==> src/rtl/dram_refresh_arb_if.sv <==
// -----------------------------------------------------------------------------
// dram_refresh_arb_if
// Signal bundle between the refresh scheduler and its surroundings (CPU bus
// decode, DRAM timing controller, glue-logic status register).
//
//   refEnable   ctrl  -> arb   1 = refresh ticks run
//   nCpuAS      cpu   -> arb   CPU address strobe, active low
//   nMemCE      dec   -> arb   DRAM chip enable decode, active low
//   refAck      ctl   -> arb   one-clock pulse: refresh accepted
//   refDone     ctl   -> arb   one-clock pulse: refresh sequence complete
//   clearFault  sw    -> arb   one-clock pulse: clear sticky flags
//   refReq      arb   -> ctl   refresh request
//   refUrgent   arb   -> ctl   backlog high, refresh before next CPU cycle
//   pendCount   arb   -> stat  owed refreshes
//   refOverflow arb   -> stat  sticky: tick lost at saturation
//   refTimeout  arb   -> stat  sticky: handshake timed out
//
// slave  : the view used by the scheduler itself
// master : the view used by whatever drives the scheduler (controller/bench)
// -----------------------------------------------------------------------------
interface dram_refresh_arb_if;
   logic       refEnable;
   logic       nCpuAS;
   logic       nMemCE;
   logic       refAck;
   logic       refDone;
   logic       clearFault;
   logic       refReq;
   logic       refUrgent;
   logic [2:0] pendCount;
   logic       refOverflow;
   logic       refTimeout;

   modport slave (
      input  refEnable, nCpuAS, nMemCE, refAck, refDone, clearFault,
      output refReq, refUrgent, pendCount, refOverflow, refTimeout
   );

   modport master (
      output refEnable, nCpuAS, nMemCE, refAck, refDone, clearFault,
      input  refReq, refUrgent, pendCount, refOverflow, refTimeout
   );
endinterface

==> src/rtl/dram_refresh_arb.sv <==
// -----------------------------------------------------------------------------
// dram_refresh_arb
// Refresh scheduler in front of the DRAM timing controller. A free-running
// divider produces refresh ticks; owed refreshes are counted in a saturating
// backlog and issued through a req/ack/done handshake. Refreshes are hidden in
// CPU bus-idle gaps and forced once the backlog is one short of its ceiling.
//
// Ports:
//   clock  in   system clock, rising edge
//   reset  in   asynchronous, active-high reset
//   bus    slave modport of dram_refresh_arb_if (handshake, bus sense, status)
//
// Parameters:
//   REFRESH_DIV  clocks between refresh ticks (2..65535)
//   MAX_PENDING  owed-refresh ceiling (2..7)
//   TIMEOUT      max clocks in REQ or BUSY before a fault (1..255)
// -----------------------------------------------------------------------------
module dram_refresh_arb #(
   parameter int unsigned REFRESH_DIV = 250,
   parameter int unsigned MAX_PENDING = 4,
   parameter int unsigned TIMEOUT     = 15
) (
   input logic               clock,
   input logic               reset,
   dram_refresh_arb_if.slave bus
);

   localparam int unsigned DIV_W = $clog2(REFRESH_DIV);
   localparam int unsigned TMO_W = $clog2(TIMEOUT + 1);

   localparam logic [DIV_W-1:0] DIV_LAST = DIV_W'(REFRESH_DIV - 1);
   localparam logic [TMO_W-1:0] TMO_LAST = TMO_W'(TIMEOUT - 1);
   localparam logic [2:0]       PEND_MAX = 3'(MAX_PENDING);
   localparam logic [2:0]       URG_TH   = 3'(MAX_PENDING - 1);

   typedef enum logic [1:0] {
      S_IDLE = 2'd0,
      S_REQ  = 2'd1,
      S_BUSY = 2'd2
   } state_t;

   state_t           state_q, state_d;
   logic [DIV_W-1:0] div_q, div_d;
   logic [TMO_W-1:0] tmo_q, tmo_d;
   logic [2:0]       pend_q, pend_d;
   logic             urgent_q, urgent_d;
   logic             ovf_q, ovf_d;
   logic             tflag_q, tflag_d;

   logic tick;
   logic ack_take;
   logic done_take;
   logic bus_idle;
   logic tmo_hit;
   logic ovf_set;
   logic tmo_set;

   // ---------------------------------------------------------------------------
   // Qualified events
   // ---------------------------------------------------------------------------
   assign tick      = bus.refEnable && (div_q == DIV_LAST);
   assign ack_take  = bus.refAck && (state_q == S_REQ) && (pend_q != 3'd0);
   assign done_take = bus.refDone && (state_q == S_BUSY);
   assign bus_idle  = bus.nCpuAS | bus.nMemCE;
   // The counter would reach TIMEOUT on this edge; the FSM leaves instead.
   assign tmo_hit   = (state_q != S_IDLE) && (tmo_q == TMO_LAST);

   // ---------------------------------------------------------------------------
   // Divider and backlog
   // ---------------------------------------------------------------------------
   always_comb begin
      // NOTE: every variable gets a default first so no path leaves it
      // unassigned; otherwise synthesis infers a latch.
      div_d   = div_q;
      pend_d  = pend_q;
      ovf_set = 1'b0;

      if (bus.refEnable) begin
         div_d = tick ? '0 : div_q + 1'b1;
      end

      // A tick and an accepted refresh in the same clock cancel out, so a
      // saturated backlog does not count that tick as lost.
      if (tick && !ack_take) begin
         if (pend_q < PEND_MAX) begin
            pend_d = pend_q + 3'd1;
         end else begin
            ovf_set = 1'b1;
         end
      end else if (!tick && ack_take) begin
         pend_d = pend_q - 3'd1;
      end

      urgent_d = (pend_d >= URG_TH);
   end

   // ---------------------------------------------------------------------------
   // Handshake FSM: state register
   // ---------------------------------------------------------------------------
   always_ff @(posedge clock or posedge reset) begin
      if (reset) begin
         state_q <= S_IDLE;
      end else begin
         // NOTE: sequential state uses non-blocking assignment so every
         // register samples pre-edge values regardless of process order.
         state_q <= state_d;
      end
   end

   // ---------------------------------------------------------------------------
   // Handshake FSM: next state
   // ---------------------------------------------------------------------------
   always_comb begin
      state_d = state_q;
      tmo_set = 1'b0;
      unique case (state_q)
         S_IDLE: begin
            // Urgency uses the registered flag; the backlog uses its
            // next-state value so a fresh tick can be requested at once.
            if ((pend_d != 3'd0) && (urgent_q || bus_idle)) begin
               state_d = S_REQ;
            end
         end
         S_REQ: begin
            // Acceptance beats a coincident timeout and any refDone.
            if (ack_take) begin
               state_d = S_BUSY;
            end else if (tmo_hit) begin
               state_d = S_IDLE;
               tmo_set = 1'b1;
            end
         end
         S_BUSY: begin
            if (done_take) begin
               state_d = S_IDLE;
            end else if (tmo_hit) begin
               state_d = S_IDLE;
               tmo_set = 1'b1;
            end
         end
         default: state_d = S_IDLE;
      endcase
   end

   // ---------------------------------------------------------------------------
   // Handshake FSM: outputs
   // ---------------------------------------------------------------------------
   always_comb begin
      bus.refReq = (state_q == S_REQ);
   end

   // ---------------------------------------------------------------------------
   // Timeout counter and sticky flags
   // ---------------------------------------------------------------------------
   always_comb begin
      if (state_d != state_q) begin
         tmo_d = '0;
      end else if (state_q != S_IDLE) begin
         tmo_d = tmo_q + 1'b1;
      end else begin
         tmo_d = '0;
      end

      // A new set event wins over a coincident clear.
      ovf_d   = ovf_set | (ovf_q & ~bus.clearFault);
      tflag_d = tmo_set | (tflag_q & ~bus.clearFault);
   end

   always_ff @(posedge clock or posedge reset) begin
      if (reset) begin
         // NOTE: reset clears all state, so the backlog of owed refreshes
         // is discarded along with any handshake in progress.
         div_q    <= '0;
         tmo_q    <= '0;
         pend_q   <= 3'd0;
         urgent_q <= 1'b0;
         ovf_q    <= 1'b0;
         tflag_q  <= 1'b0;
      end else begin
         div_q    <= div_d;
         tmo_q    <= tmo_d;
         pend_q   <= pend_d;
         urgent_q <= urgent_d;
         ovf_q    <= ovf_d;
         tflag_q  <= tflag_d;
      end
   end

   assign bus.refUrgent   = urgent_q;
   assign bus.pendCount   = pend_q;
   assign bus.refOverflow = ovf_q;
   assign bus.refTimeout  = tflag_q;

endmodule
==> src/flat_wrapper.sv <==
// flat-port wrapper written by rule: the top's interface ports become plain ports
module dram_refresh_arb_flat 
#(
   parameter int unsigned REFRESH_DIV = 250,
   parameter int unsigned MAX_PENDING = 4,
   parameter int unsigned TIMEOUT     = 15
)
  (clock, reset, bus_refEnable, bus_nCpuAS, bus_nMemCE, bus_refAck, bus_refDone, bus_clearFault, bus_refReq, bus_refUrgent, bus_pendCount, bus_refOverflow, bus_refTimeout);
  dram_refresh_arb_if bus_i ();
  input logic clock;
  input logic reset;
  input wire logic [$bits(bus_i.refEnable)-1:0] bus_refEnable;
  input wire logic [$bits(bus_i.nCpuAS)-1:0] bus_nCpuAS;
  input wire logic [$bits(bus_i.nMemCE)-1:0] bus_nMemCE;
  input wire logic [$bits(bus_i.refAck)-1:0] bus_refAck;
  input wire logic [$bits(bus_i.refDone)-1:0] bus_refDone;
  input wire logic [$bits(bus_i.clearFault)-1:0] bus_clearFault;
  output wire logic [$bits(bus_i.refReq)-1:0] bus_refReq;
  output wire logic [$bits(bus_i.refUrgent)-1:0] bus_refUrgent;
  output wire logic [$bits(bus_i.pendCount)-1:0] bus_pendCount;
  output wire logic [$bits(bus_i.refOverflow)-1:0] bus_refOverflow;
  output wire logic [$bits(bus_i.refTimeout)-1:0] bus_refTimeout;
  assign bus_i.refEnable = bus_refEnable;
  assign bus_i.nCpuAS = bus_nCpuAS;
  assign bus_i.nMemCE = bus_nMemCE;
  assign bus_i.refAck = bus_refAck;
  assign bus_i.refDone = bus_refDone;
  assign bus_i.clearFault = bus_clearFault;
  assign bus_refReq = bus_i.refReq;
  assign bus_refUrgent = bus_i.refUrgent;
  assign bus_pendCount = bus_i.pendCount;
  assign bus_refOverflow = bus_i.refOverflow;
  assign bus_refTimeout = bus_i.refTimeout;
  dram_refresh_arb #(.REFRESH_DIV(REFRESH_DIV), .MAX_PENDING(MAX_PENDING), .TIMEOUT(TIMEOUT)) u_core (.clock(clock), .reset(reset), .bus(bus_i));
endmodule
==> config.mk <==
export PLATFORM = sky130hd
export DESIGN_NAME = dram_refresh_arb_flat
export DESIGN_NICKNAME = d
export VERILOG_FILES = /design/src/rtl/dram_refresh_arb_if.sv /design/src/rtl/dram_refresh_arb.sv /design/src/flat_wrapper.sv
export SDC_FILE = /design/constraint.sdc
export NUM_CORES = 1
export LEC_CHECK = 0
export CORE_MARGIN = 2
export CORE_UTILIZATION = 45
export CTS_CLUSTER_DIAMETER = 60
export CTS_CLUSTER_SIZE = 14
export DETAILED_ROUTE_END_ITERATION = 8
export GPL_ROUTABILITY_DRIVEN = 0
export PLACE_DENSITY = 0.68
export SLEW_MARGIN = 20
export SYNTH_ARGS = -nofsm -noshare
export SYNTH_HDL_FRONTEND = slang
export SYNTH_SLANG_ARGS = --single-unit
==> constraint.sdc <==
create_clock -name clock -period 3.5 [get_ports clock]
set_input_delay 0.7 -clock clock [delete_from_list [all_inputs] [get_ports clock]]
set_output_delay 0.7 -clock clock [all_outputs]
set_load 0.03 [all_outputs]
==> impl_metrics.env <==
export IMPL_outcome="finished clean"
export IMPL_die_y_um=56.1
export IMPL_ir_worst_vdd_uv=588
export IMPL_vias=897
export IMPL_setup_viol=0
export IMPL_ys_ff_latch=20
export IMPL_rows=18
export IMPL_powerDensity_mw_per_mm2=759
export IMPL_use_met3_pct=3.26
export IMPL_synth_cell_types=38
export IMPL_clock_latency_ns=0.30
export IMPL_place_area_mm2=0.00140
export IMPL_synthCells=121
export IMPL_ys_seq_area_share_pct=40.9
export IMPL_synth_compound_area_share_pct=16.9
export IMPL_grt_use_met2_pct=27.6
export IMPL_final_max_slew_viol_count=0
export IMPL_synthXorXnorAreaFrac_pct=4.91
export IMPL_drt_first_pass_iters=4
export IMPL_grt_pass1_wl_mm=3.84
export IMPL_fin_util_pct=57.4
export IMPL_grt_usage_pct=15.4
export IMPL_cts_hold_fix_buffers=0
export IMPL_synth_top_family_by_area="simple AND/OR/NAND/NOR gates"
export IMPL_leakage_nw=0.673
export IMPL_clock_path_buffers=2
export IMPL_synth_simple_area_share_pct=21.3
export IMPL_rsz0062_at_grt="false"
export IMPL_htree_levels=1
export IMPL_avgSynthCellArea_um2=10.1
export IMPL_avgViaCountPerCell=5.34
export IMPL_wl_mm=2.17
export IMPL_avgRoutedWirePerCell_um=12.9
export IMPL_fin_setup_tns_ns=0
export IMPL_critPathKind="reg2out"
export IMPL_use_met1_pct=18.5
export IMPL_multi_input_area_um2=664
export IMPL_cts_sinks=20
export IMPL_grt_max_degree=21
export IMPL_dp_hpwl_mm=1.71
export IMPL_regArea_um2=500
export IMPL_tightest_slew_ns=0.745
export IMPL_start_util_pct=48.5
export IMPL_syn_num_nets=140
export IMPL_hold_path_class="reg2reg"
export IMPL_place_inst=164
export IMPL_synth_area_mm2=0.00122
export IMPL_antenna_left=0
export IMPL_async_reset_ff_share_pct=100
export IMPL_io_buffers=14
export IMPL_final_area_mm2=0.00145
export IMPL_cts_resized=0
export IMPL_core_mm2=0.00252
export IMPL_layout_nets=158
export IMPL_cts_clk_slew_worst_paths_ns=0.12
export IMPL_muxShareOfSynthArea_pct=0
export IMPL_antennaDiodeCount=0
export IMPL_io_pins=15
export IMPL_post_layout_nonfiller_instances=168
export IMPL_overflow=0
export IMPL_ys_flop_type="dfrtp_1"
export IMPL_worstPathRequired_ns=2.80
export IMPL_drt_initial_drc_count=25
export IMPL_path_max_fanout=6
export IMPL_synth_adder_area_share_pct=11.3
export IMPL_timing_fmax_mhz=405
export IMPL_startpoint_type="flop"
export IMPL_drive_gt1_share_pct=10.9
export IMPL_cap_violations=0
export IMPL_cts_tree="done"
export IMPL_antenna_found_initial=0
export IMPL_die_area_mm2=0.00315
export IMPL_drcViolationCount=0
export IMPL_min_period_over_period_pct=70.5
export IMPL_finalHoldViolations=0
export IMPL_fill_cells=227
export IMPL_grt_busiest_layer="met2"
export IMPL_cts_root_buf="clkbuf_4"
export IMPL_yosys_warnings=0
export IMPL_finClkSkew_ns=0.0113
export IMPL_slew_limit_headroom_pct=50.3
export IMPL_arrival_ns=1.77
export IMPL_die_w_um=56.1
export IMPL_cts_setup_buffers=0
export IMPL_min_period_ns=2.47
export IMPL_area_growth_pct=18.4
export IMPL_synth_edf_count=0
export IMPL_cts_buffers=3
export IMPL_first_global_vias=894
export IMPL_cp_end_kind="primary output"
[registers in the layout, summed over array words and instances (netlist names)]
name                    flops
u_core.div_q                8
u_core.tmo_q                4
u_core.bus.pendCount        3
u_core.state_q              2
u_core.bus.refOverflow      1
u_core.bus.refTimeout       1
u_core.bus.refUrgent        1
[power by group]
group          total [mW]  internal, mW  switching (mW)
combinational       0.520         0.235           0.285
sequential          0.390         0.304          0.0867
clock               0.188         0.116          0.0721
[layer usage]
metal / part of all wire, % / wire length [um] / vias to the layer above
met1: 45 / 973 / 428
met5: 0 / 0 / -
met4: 0.60 / 13 / 0
met3: 3.4 / 73 / 2
met2: 51 / 1110 / 12
li1: - / - / 455
[logic make-up after synthesis]
family	count (synthesis)
buffers and inverters	15
xor gates and xnor gates	6
DFF	20
adders and majority gates	11
and+or+nand+nor	44
AOI/OAI and AO/OA	25
[critical path: stages (launching register included)]
cell and delay, ns:
dfrtp_1 0.45, inv_1 0.10, ha_1 0.23, clkdlybuf4s50_1 0.70
[per-stage QoR]
step | hold WS (ns) | total power, mW | setup slack [ns]
2_1_floorplan | 0.454 | 0.774 | 1.19
5_1_grt | 0.529 | 1.20 | 0.908
4_1_cts | 0.498 | 1.11 | 1.01
6_report | 0.494 | 1.10 | 1.03
3_3_place_gp | 0.477 | 0.904 | 0.950
3_5_place_dp | 0.481 | 0.918 | 0.918
[layout by cell type (no fill, tap or decap), types with 2 or more instances in the layout]
master and count:
nand2b_1 2, o31ai_1 2, xnor2_1 2, nand4_1 2, nand2_1 10, o22ai_1 2
nor2b_1 2, a21oi_1 2, nand3_1 2, a21o_1 2, inv_1 13, nor3_1 2
xor2_1 3, dfrtp_1 20, nor2_1 16, clkdlybuf4s50_1 14, o21ai_0 7, ha_1 11
clkbuf_4 3
[cells in the mapped netlist, types with 2 or more instances]
| cell | instances | area, um2 |
|---|---|---|
| xnor2_1 | 2 | 17.5 |
| nand3_1 | 2 | 10.0 |
| o31ai_1 | 2 | 15.0 |
| o22ai_1 | 2 | 12.5 |
| dfrtp_1 | 20 | 500 |
| o21ai_0 | 7 | 35.0 |
| nor2b_1 | 2 | 12.5 |
| nor3_1 | 2 | 10.0 |
| nand2b_1 | 2 | 12.5 |
| xor2_1 | 3 | 26.3 |
| a21o_1 | 2 | 15.0 |
| inv_1 | 13 | 48.8 |
| nor2_1 | 16 | 60.1 |
| a21oi_1 | 2 | 10.0 |
| nand4_1 | 2 | 12.5 |
| ha_1 | 11 | 138 |
| nand2_1 | 10 | 37.5 |
[area by class of cell]
| cell class | instances | area share (%) |
|---|---|---|
| multi-input combinational | 86 | 45.9 |
| sequential | 20 | 34.6 |
| timing repair buffer | 14 | 9.68 |
| inverter | 14 | 3.63 |
| tap | 30 | 2.59 |
| clock inverter | 1 | 2.07 |
| clock buffer | 3 | 1.56 |
[path summary, 6_finish.rpt]
| path | slack [ns] | depth (start not counted) | to | start |
|---|---|---|---|---|
| worst min-delay path | 0.49 | 1 | u_core.tmo_q[0] | u_core.tmo_q[0] |
| min in group asynchronous | 0.81 | 2 | u_core.tmo_q[2] | reset |
| worst max-delay path | 1.03 | 3 | bus_refReq | u_core.state_q[1] |
| worst min register to register | 0.49 | 1 | u_core.tmo_q[0] | u_core.tmo_q[0] |
| max in group asynchronous | 2.21 | 2 | u_core.bus.refUrgent | reset |
| worst max register to register | 1.17 | 9 | u_core.state_q[1] | u_core.bus.pendCount[0] |
Power figures use the tool's default switching activity.
